`config.mk`:
```
export PLATFORM = sky130hd
export DESIGN_NAME = fpmul_sched
export DESIGN_NICKNAME = d
export VERILOG_FILES = /design/src/rtl/fpmul_sched.sv
export SDC_FILE = /design/constraint.sdc
export NUM_CORES = 1
export LEC_CHECK = 0
export ABC_AREA = 1
export CAP_MARGIN = 15
export CORE_AREA = 2 2 154 156
export CTS_CLUSTER_SIZE = 28
export DETAILED_ROUTE_END_ITERATION = 6
export DIE_AREA = 0 0 156 158
export DONT_BUFFER_PORTS = 1
export PLACE_DENSITY = 0.46
export SLEW_MARGIN = 20
export SYNTH_ARGS = -nofsm -noshare
export SYNTH_HDL_FRONTEND = slang
export SYNTH_SLANG_ARGS = --single-unit
```
`constraint.sdc`:
```
create_clock -name clk -period 4.45 [get_ports clk]
set_input_delay 1.335 -clock clk [delete_from_list [all_inputs] [get_ports clk]]
set_output_delay 1.335 -clock clk [all_outputs]
set_load 0.02 [all_outputs]
```
`src/rtl/fpmul_sched.sv`:
```
// Round-robin scheduler sharing one pipelined FP multiplier among N_REQ requesters.
// Define FPMUL_SCHED_PRIO0_EN to give requester 0 fixed top priority.
module fpmul_sched #(
  parameter int N_REQ   = 4,
  parameter int MUL_LAT = 1
) (
  input  logic                 clk,
  input  logic                 reset,
  input  logic                 clk_en,
  input  logic [N_REQ-1:0]     req_valid,
  input  logic [32*N_REQ-1:0]  req_a,
  input  logic [32*N_REQ-1:0]  req_b,
  output logic [N_REQ-1:0]     req_ready,
  output logic [31:0]          mul_a,
  output logic [31:0]          mul_b,
  input  logic [31:0]          mul_p,
  output logic [N_REQ-1:0]     rsp_valid,
  output logic [31:0]          rsp_data,
  output logic                 busy
);

  localparam int PW = (N_REQ > 1) ? $clog2(N_REQ) : 1;
  typedef logic [PW-1:0] idx_t;

  idx_t               rr_ptr_q, rr_ptr_d;
  logic [31:0]        mul_a_q, mul_a_d;
  logic [31:0]        mul_b_q, mul_b_d;
  logic               iss_vld_q, iss_vld_d;
  idx_t               iss_idx_q, iss_idx_d;
  logic [MUL_LAT-1:0] tag_vld_q, tag_vld_d;
  idx_t               tag_idx_q [MUL_LAT];
  idx_t               tag_idx_d [MUL_LAT];
  logic [N_REQ-1:0]   rsp_valid_q, rsp_valid_d;
  logic [31:0]        rsp_data_q, rsp_data_d;

  logic               gnt_vld;
  idx_t               gnt_idx;
  idx_t               cand;

  // Search from rr_ptr upward; lowest offset wins, so scan high to low.
  always_comb begin
    gnt_vld = 1'b0;
    gnt_idx = '0;
    cand    = '0;
    for (int k = N_REQ - 1; k >= 0; k--) begin
      cand = idx_t'((int'(rr_ptr_q) + k) % N_REQ);
      if (req_valid[cand]) begin
        gnt_vld = 1'b1;
        gnt_idx = cand;
      end
    end
`ifdef FPMUL_SCHED_PRIO0_EN
    if (req_valid[0]) begin
      gnt_vld = 1'b1;
      gnt_idx = '0;
    end
`else
`endif
    if (reset || !clk_en) begin
      gnt_vld = 1'b0;
    end
  end

  always_comb begin
    req_ready = '0;
    if (gnt_vld) begin
      req_ready = N_REQ'(1) << gnt_idx;
    end
  end

  always_comb begin
    rr_ptr_d    = rr_ptr_q;
    mul_a_d     = mul_a_q;
    mul_b_d     = mul_b_q;
    iss_vld_d   = iss_vld_q;
    iss_idx_d   = iss_idx_q;
    tag_vld_d   = tag_vld_q;
    tag_idx_d   = tag_idx_q;
    rsp_valid_d = rsp_valid_q;
    rsp_data_d  = rsp_data_q;
    if (clk_en) begin
      for (int i = 0; i < N_REQ; i++) begin
        if (gnt_vld && gnt_idx == idx_t'(i)) begin
          mul_a_d = req_a[32*i +: 32];
          mul_b_d = req_b[32*i +: 32];
        end
      end
      if (gnt_vld) begin
        rr_ptr_d = idx_t'((int'(gnt_idx) + 1) % N_REQ);
`ifdef FPMUL_SCHED_PRIO0_EN
        if (gnt_idx == '0) begin
          rr_ptr_d = rr_ptr_q;
        end
`else
`endif
      end
      iss_vld_d    = gnt_vld;
      iss_idx_d    = gnt_idx;
      // Tag stages track the multiplier's internal pipeline one-for-one.
      tag_vld_d[0] = iss_vld_q;
      tag_idx_d[0] = iss_idx_q;
      for (int k = 1; k < MUL_LAT; k++) begin
        tag_vld_d[k] = tag_vld_q[k-1];
        tag_idx_d[k] = tag_idx_q[k-1];
      end
      rsp_valid_d = '0;
      if (tag_vld_q[MUL_LAT-1]) begin
        rsp_valid_d = N_REQ'(1) << tag_idx_q[MUL_LAT-1];
        rsp_data_d  = mul_p;
      end
    end
  end

  always_ff @(posedge clk) begin
    if (reset) begin
      rr_ptr_q    <= '0;
      mul_a_q     <= '0;
      mul_b_q     <= '0;
      iss_vld_q   <= 1'b0;
      iss_idx_q   <= '0;
      tag_vld_q   <= '0;
      tag_idx_q   <= '{default: '0};
      rsp_valid_q <= '0;
      rsp_data_q  <= '0;
    end else begin
      rr_ptr_q    <= rr_ptr_d;
      mul_a_q     <= mul_a_d;
      mul_b_q     <= mul_b_d;
      iss_vld_q   <= iss_vld_d;
      iss_idx_q   <= iss_idx_d;
      tag_vld_q   <= tag_vld_d;
      tag_idx_q   <= tag_idx_d;
      rsp_valid_q <= rsp_valid_d;
      rsp_data_q  <= rsp_data_d;
    end
  end

  assign mul_a     = mul_a_q;
  assign mul_b     = mul_b_q;
  assign rsp_valid = rsp_valid_q;
  assign rsp_data  = rsp_data_q;
  assign busy      = iss_vld_q | (|tag_vld_q);

endmodule

```
==> results.sh, run 1 <==
export IMPL_outcome="finished clean"
export IMPL_finalWirelength_mm=28.29
export IMPL_synthSimpleGateAreaFrac_pct=37.58
export IMPL_port_buffers=0
export IMPL_finalMaxSlewViolations=0
export IMPL_synth_area_leader_cell="dfxtp_1"
export IMPL_ir_worst_vdd_v=0.0002489
export IMPL_ant_nets=0
export IMPL_grt_max_degree=87
export IMPL_antenna_found_initial=2
export IMPL_clk_pin_slew_ps=80
export IMPL_synth_area_sq_um=7635
export IMPL_use_met3_pct=6.597
export IMPL_yosys_top_cells_area="dfxtp_1 28%, nand2_1 17%, inv_1 13%"
export IMPL_power_density_nw_per_um2=476.8
export IMPL_use_met2_pct=38.37
export IMPL_fin_skew_ps=9.194
export IMPL_ys_seq_area_share_pct=28.32
export IMPL_nets=1526
export IMPL_worstPathArrival_ps=2860
export IMPL_area_growth_pct=2.835
export IMPL_required_ps=3120
export IMPL_path_cells="inv_1, nand2_1, nand3_1, nand2_2, a31o_2, o21ai_0, buf_4, ha_2, nand3_2, inv_1"
export IMPL_synth_top_family_by_area="simple AND/OR/NAND/NOR gates"
export IMPL_ys_types=27
export IMPL_syn_area_per_cell_sq_um=5.873
export IMPL_grt_pass1_wl_mm=41.95
export IMPL_tightest_slew_ps=995.5
export IMPL_dp_hpwl_mm=18.82
export IMPL_clock_sinks=108
export IMPL_synth_xor_area_share_pct=0
export IMPL_hold_viol=0
export IMPL_finalSetupTns_ps=0
export IMPL_cts_tree="built"
export IMPL_vias_per_cell=5.121
export IMPL_startpoint_type="input port"
export IMPL_syn_nets=1599
export IMPL_cap_violations=0
export IMPL_drive_gt1_share_pct=5.032
export IMPL_grt_ovfl_total=0
export IMPL_busiest_layer="met2"
export IMPL_final_cell_area_sq_um=7851
export IMPL_grt_pass1_vias=7360
export IMPL_place_area_sq_um=7562
export IMPL_fmax_mhz=238.4
export IMPL_clock_latency_ps=360
export IMPL_cp_end_kind="primary output"
export IMPL_gp_congestion=0.8264
export IMPL_vias=7794
export IMPL_worstSetupPathType="in2out"
export IMPL_cts_resized=0
export IMPL_final_cell_mix="342 x nand2_1, 270 x inv_1, 133 x a21oi_1"
export IMPL_cp_slowest_cell="o21ai_0"
export IMPL_drcViolationCount=0
export IMPL_die_w_um=156
export IMPL_drt_iter0_drc=538
export IMPL_cts_hold_buf=0
export IMPL_cts_htree_levels=3
export IMPL_synth_top_area_share_pct=28.32
export IMPL_synth_compound_area_share_pct=12.01
export IMPL_p_leak_nw=4.181
export IMPL_cts_buffer_depth=2
export IMPL_die_h_um=158
export IMPL_n_antenna_cell=0
export IMPL_period_minus_slack_ps=4195
export IMPL_cpPeakStageDelay_ps=290
export IMPL_clockRootBuffer="clkbuf_16"
export IMPL_rsz0062_at_grt="no"
export IMPL_crit_top_cell="inv_1"
export IMPL_final_common_cell="nand2_1"
export IMPL_synthAdderAreaFrac_pct=0.6555
export IMPL_setup_violations=0
export IMPL_core_sq_um=23050
export IMPL_start_util_pct=33.12
export IMPL_netlist_instances=1300
export IMPL_cts_setup_buffers=0
export IMPL_post_drt_wl_per_cell_um=18.59
export IMPL_dieArea_sq_um=24650
export IMPL_drtPass1Iterations=5
export IMPL_min_path_type="reg2reg"
export IMPL_numCtsBuffers=9
export IMPL_rows=56
export IMPL_gr_usage_all_layers_pct=21.87
export IMPL_yosysWarnings=0
export IMPL_ioPinCount=400
export IMPL_synthMuxAreaShare_pct=0
export IMPL_use_met1_pct=24.91
export IMPL_cp_max_fo=3
export IMPL_max_slew_margin_pct=33.22
export IMPL_post_route_period_util_pct=94.28
export IMPL_synth_seq_cells=108
flip-flops by register name, indices dropped and copies added, names as in the netlist:
signal	flops
mul_a	32
mul_b	32
rsp_data	32
rsp_valid	4
iss_idx_q	2
rr_ptr_q	2
tag_idx_q	2
iss_vld_q	1
tag_vld_q	1
cell families after synthesis:
family,count (synthesis)
DFF,108
AOI/OAI and AO/OA,179
adders and majority gates,4
buffers and inverters,378
and+or+nand+nor,631
critical path, delay by kind of cell:
| kind | cells | cell delay [ps] |
|---|---|---|
| compound gates | 2 | 520 |
| fa+ha+maj | 1 | 180 |
| buf+inv | 3 | 410 |
| simple gates | 4 | 400 |
metal layers:
metal	part of all wire, %	wire length (um)
met1	40	11400
met2	48	13620
met3	8.3	2361
met4	3.1	874
met5	0.11	31
cell usage after synthesis (all sizes together):
master and count:
buf 52, inv 273, nand4 128, a31o 1, o21ai 40, ha 4, clkinv 1, nand3 77
a32oi 2, dfxtp 108, nor2 71, or2 1, o211ai 1, a21oi 135, clkbuf 52, nand2 354
path summary, 6_finish.rpt:
| check | startpoint | to | slack [ps] | cells past startpoint |
|---|---|---|---|---|
| hold reg to reg | iss_vld_q | iss_vld_q | 500 | 2 |
| hold / removal | iss_vld_q | iss_vld_q | 500 | 2 |
| setup / recovery | req_valid[1] | req_ready[2] | 250 | 10 |
| setup reg to reg | rr_ptr_q[0] | mul_b[11] | 1350 | 14 |
cell type report:
class | instances | area, sq um
fillers | 2682 | 15200
multi-input cells | 814 | 3856
flip-flops and latches | 108 | 2162
inverters | 274 | 1031
well taps | 290 | 362.8
clock buffers | 10 | 229.0
repair buffers | 20 | 150.1
clock inverters | 6 | 60.06
stage by stage:
step | setup slack (ps) | instances | utilization, % | power, W | hold slack [ps]
2_1_floorplan | 166.7 | 1300 | - | 0.002593 | 457.5
3_3_place_gp | 281.9 | 1506 | 32.81 | 0.002965 | 475.8
3_5_place_dp | 234.7 | 1506 | 32.81 | 0.002957 | 483.3
4_1_cts | 230.4 | 1522 | 34.06 | 0.003793 | 495.5
5_1_grt | 101.4 | 1522 | 34.06 | 0.004031 | 521.3
6_report | 254.7 | 1522 | 34.06 | 0.003744 | 497.7
report_power, final:
| group | switching [W] | internal (W) | leakage [nW] |
|---|---|---|---|
| sequential | 0.000218 | 0.00108 | 0.882 |
| combinational | 0.00118 | 0.000442 | 3.16 |
| clock | 0.000433 | 0.000394 | 0.134 |
| total | 0.00183 | 0.00191 | 4.18 |
Note: power is estimated with default switching activity, not from simulation.
==> run 2: changes to the inputs <==
--- a/config.mk
+++ b/config.mk
@@ -8,12 +8,12 @@
 export ABC_AREA = 1
 export CAP_MARGIN = 15
 export CORE_AREA = 2 2 154 156
+export CTS_CLUSTER_DIAMETER = 80
 export CTS_CLUSTER_SIZE = 28
 export DETAILED_ROUTE_END_ITERATION = 6
 export DIE_AREA = 0 0 156 158
 export DONT_BUFFER_PORTS = 1
-export PLACE_DENSITY = 0.46
-export SLEW_MARGIN = 20
+export PLACE_DENSITY = 0.56
 export SYNTH_ARGS = -nofsm -noshare
 export SYNTH_HDL_FRONTEND = slang
 export SYNTH_SLANG_ARGS = --single-unit
==> run 2 against run 1 <==
  * Sequential power about the same
  * Total power down 0.56%
  * Critical path type unchanged
  * Wire length shrank 2.8%
  * Count of clock-buffer cells in the layout fell by 1
  * Global-route usage down 0.84 points
  * Critical path depth increased by 3
  * Final cell count decreased by 0.20%
  * Critical endpoint is now req_ready[1]
==> results.sh, run 2 (same netlist as run 1, synthesis figures left out) <==
export IMPL_r2r_cells=15
export IMPL_min_path_type="reg2reg"
export IMPL_cts_hold_buf=0
export IMPL_grt_pass1_wl_mm=40.33
export IMPL_cpPeakStageDelay_ps=230
export IMPL_nets=1522
export IMPL_holdPathStages=2
export IMPL_die_w_um=156
export IMPL_period_minus_slack_ps=4149
export IMPL_ff2ff_setup_slack_ps=1210
export IMPL_cts_htree_levels=3
export IMPL_dp_hpwl_mm=18.40
export IMPL_port_buffers=0
export IMPL_worstSetupPathType="in2out"
export IMPL_hold_viol=0
export IMPL_gr_usage_all_layers_pct=21.03
export IMPL_fillers=2669
export IMPL_cap_violations=0
export IMPL_required_ps=3120
export IMPL_cp_max_fo=4
export IMPL_gp_congestion=0.9144
export IMPL_fin_skew_ps=10.47
export IMPL_post_drt_wl_per_cell_um=18.11
export IMPL_clk_pin_slew_ps=80
export IMPL_outcome="finished clean"
export IMPL_p_leak_nw=4.172
export IMPL_vias=8001
export IMPL_rsz0062_at_grt="no"
export IMPL_drt_iter0_drc=679
export IMPL_drtPass1Iterations=5
export IMPL_cp_slowest_cell="a31o_2"
export IMPL_post_route_period_util_pct=93.24
export IMPL_grt_max_degree=134
export IMPL_die_h_um=158
export IMPL_clock_latency_ps=360
export IMPL_antenna_found_initial=2
export IMPL_start_util_pct=33.12
export IMPL_ir_worst_vdd_v=0.0003473
export IMPL_startpoint_type="input port"
export IMPL_cts_resized=0
export IMPL_r2r_end="mul_a[14]"
export IMPL_crit_top_cell="inv_1"
export IMPL_rows=56
export IMPL_r2r_start="rr_ptr_q[0]"
export IMPL_crit_start="req_valid[1]"
export IMPL_setup_violations=0
export IMPL_numCtsBuffers=9
export IMPL_max_slew_margin_pct=32.77
export IMPL_cts_tree="built"
export IMPL_place_area_sq_um=7537
export IMPL_drive_gt1_share_pct=4.727
export IMPL_worstPathArrival_ps=2810
export IMPL_vias_per_cell=5.267
export IMPL_finalSetupTns_ps=0
export IMPL_core_sq_um=23050
export IMPL_area_growth_pct=2.540
export IMPL_grt_pass1_vias=7246
export IMPL_grt_ovfl_total=0
export IMPL_hold_start="iss_vld_q"
export IMPL_whs_endpoint="iss_vld_q"
export IMPL_final_cell_mix="342 x nand2_1, 271 x inv_1, 133 x a21oi_1"
export IMPL_cts_setup_buffers=0
export IMPL_drcViolationCount=0
export IMPL_ant_nets=0
export IMPL_cts_buffer_depth=2
export IMPL_ioPinCount=400
export IMPL_final_cell_area_sq_um=7829
export IMPL_fmax_mhz=241.0
export IMPL_path_cells="inv_1, nand2_1, nand3_1, nand2_2, a31o_2, nand2_1, o21ai_0, buf_4, inv_1, ha_2, nand3_2, inv_1, buf_4"
export IMPL_clockRootBuffer="clkbuf_16"
export IMPL_finalMaxSlewViolations=0
export IMPL_tightest_slew_ps=1007
export IMPL_finalWirelength_mm=27.51
export IMPL_dieArea_sq_um=24650
export IMPL_cp_end_kind="primary output"
export IMPL_clock_sinks=108
export IMPL_final_common_cell="nand2_1"
export IMPL_power_density_nw_per_um2=475.5
==> run 2: worst max path at each step <==
stage	cells past startpoint	slack, ps	end
floorplan	12	170	req_ready[3]
global placement	13	340	req_ready[1]
detailed placement	13	300	req_ready[1]
CTS	13	300	req_ready[1]
global route	13	130	req_ready[1]
finish	13	300	req_ready[1]
==> run 2: power breakdown <==
group / switching [W] / internal (W)
clock network: 0.000425 / 0.000390
registers: 0.000217 / 0.00108
logic: 0.00118 / 0.000438
total: 0.00182 / 0.00191
==> run 2: per-layer routing <==
layer / GRT usage [%] / vias to the layer above / share of wire (%)
met2: 34.41 / 352 / 47
met3: 5.667 / 64 / 7.9
met1: 25.61 / 3674 / 41
met5: 0 / - / 0
li1: - / 3911 / -
met4: 10.27 / 0 / 3.8
==> run 2: final cells by class <==
type	count	area, sq um	share of cell area, %
clock buffer	9	225.2	2.877
multi-input combinational	814	3849	49.16
clock inverter	6	61.31	0.7831
timing repair buffer	16	132.6	1.694
tap	290	362.8	4.635
antenna	2	5.005	0.06393
sequential	108	2162	27.62
inverter	274	1031	13.17
==> run 2: per-stage QoR <==
step	total power, W	util [%]	hold WS (ps)	worst slack [ps]	std cells
floorplan	0.002593	-	457.5	166.7	1300
global placement	0.002926	32.70	473.6	341.2	1502
detailed placement	0.002941	32.70	475.8	303.9	1502
finish	0.003723	33.96	489.3	300.8	1519
CTS	0.003765	33.94	496.9	299.7	1517
global route	0.003998	33.96	522.9	126.2	1519
==> run 2: critical path, delay by kind of cell <==
| kind | cells | cell delay (ps) |
|---|---|---|
| adder cells (fa/ha/maj) | 1 | 200 |
| AO/OA/AOI/OAI | 2 | 300 |
| AND/OR/NAND/NOR | 5 | 450 |
| buffers and inverters | 5 | 540 |
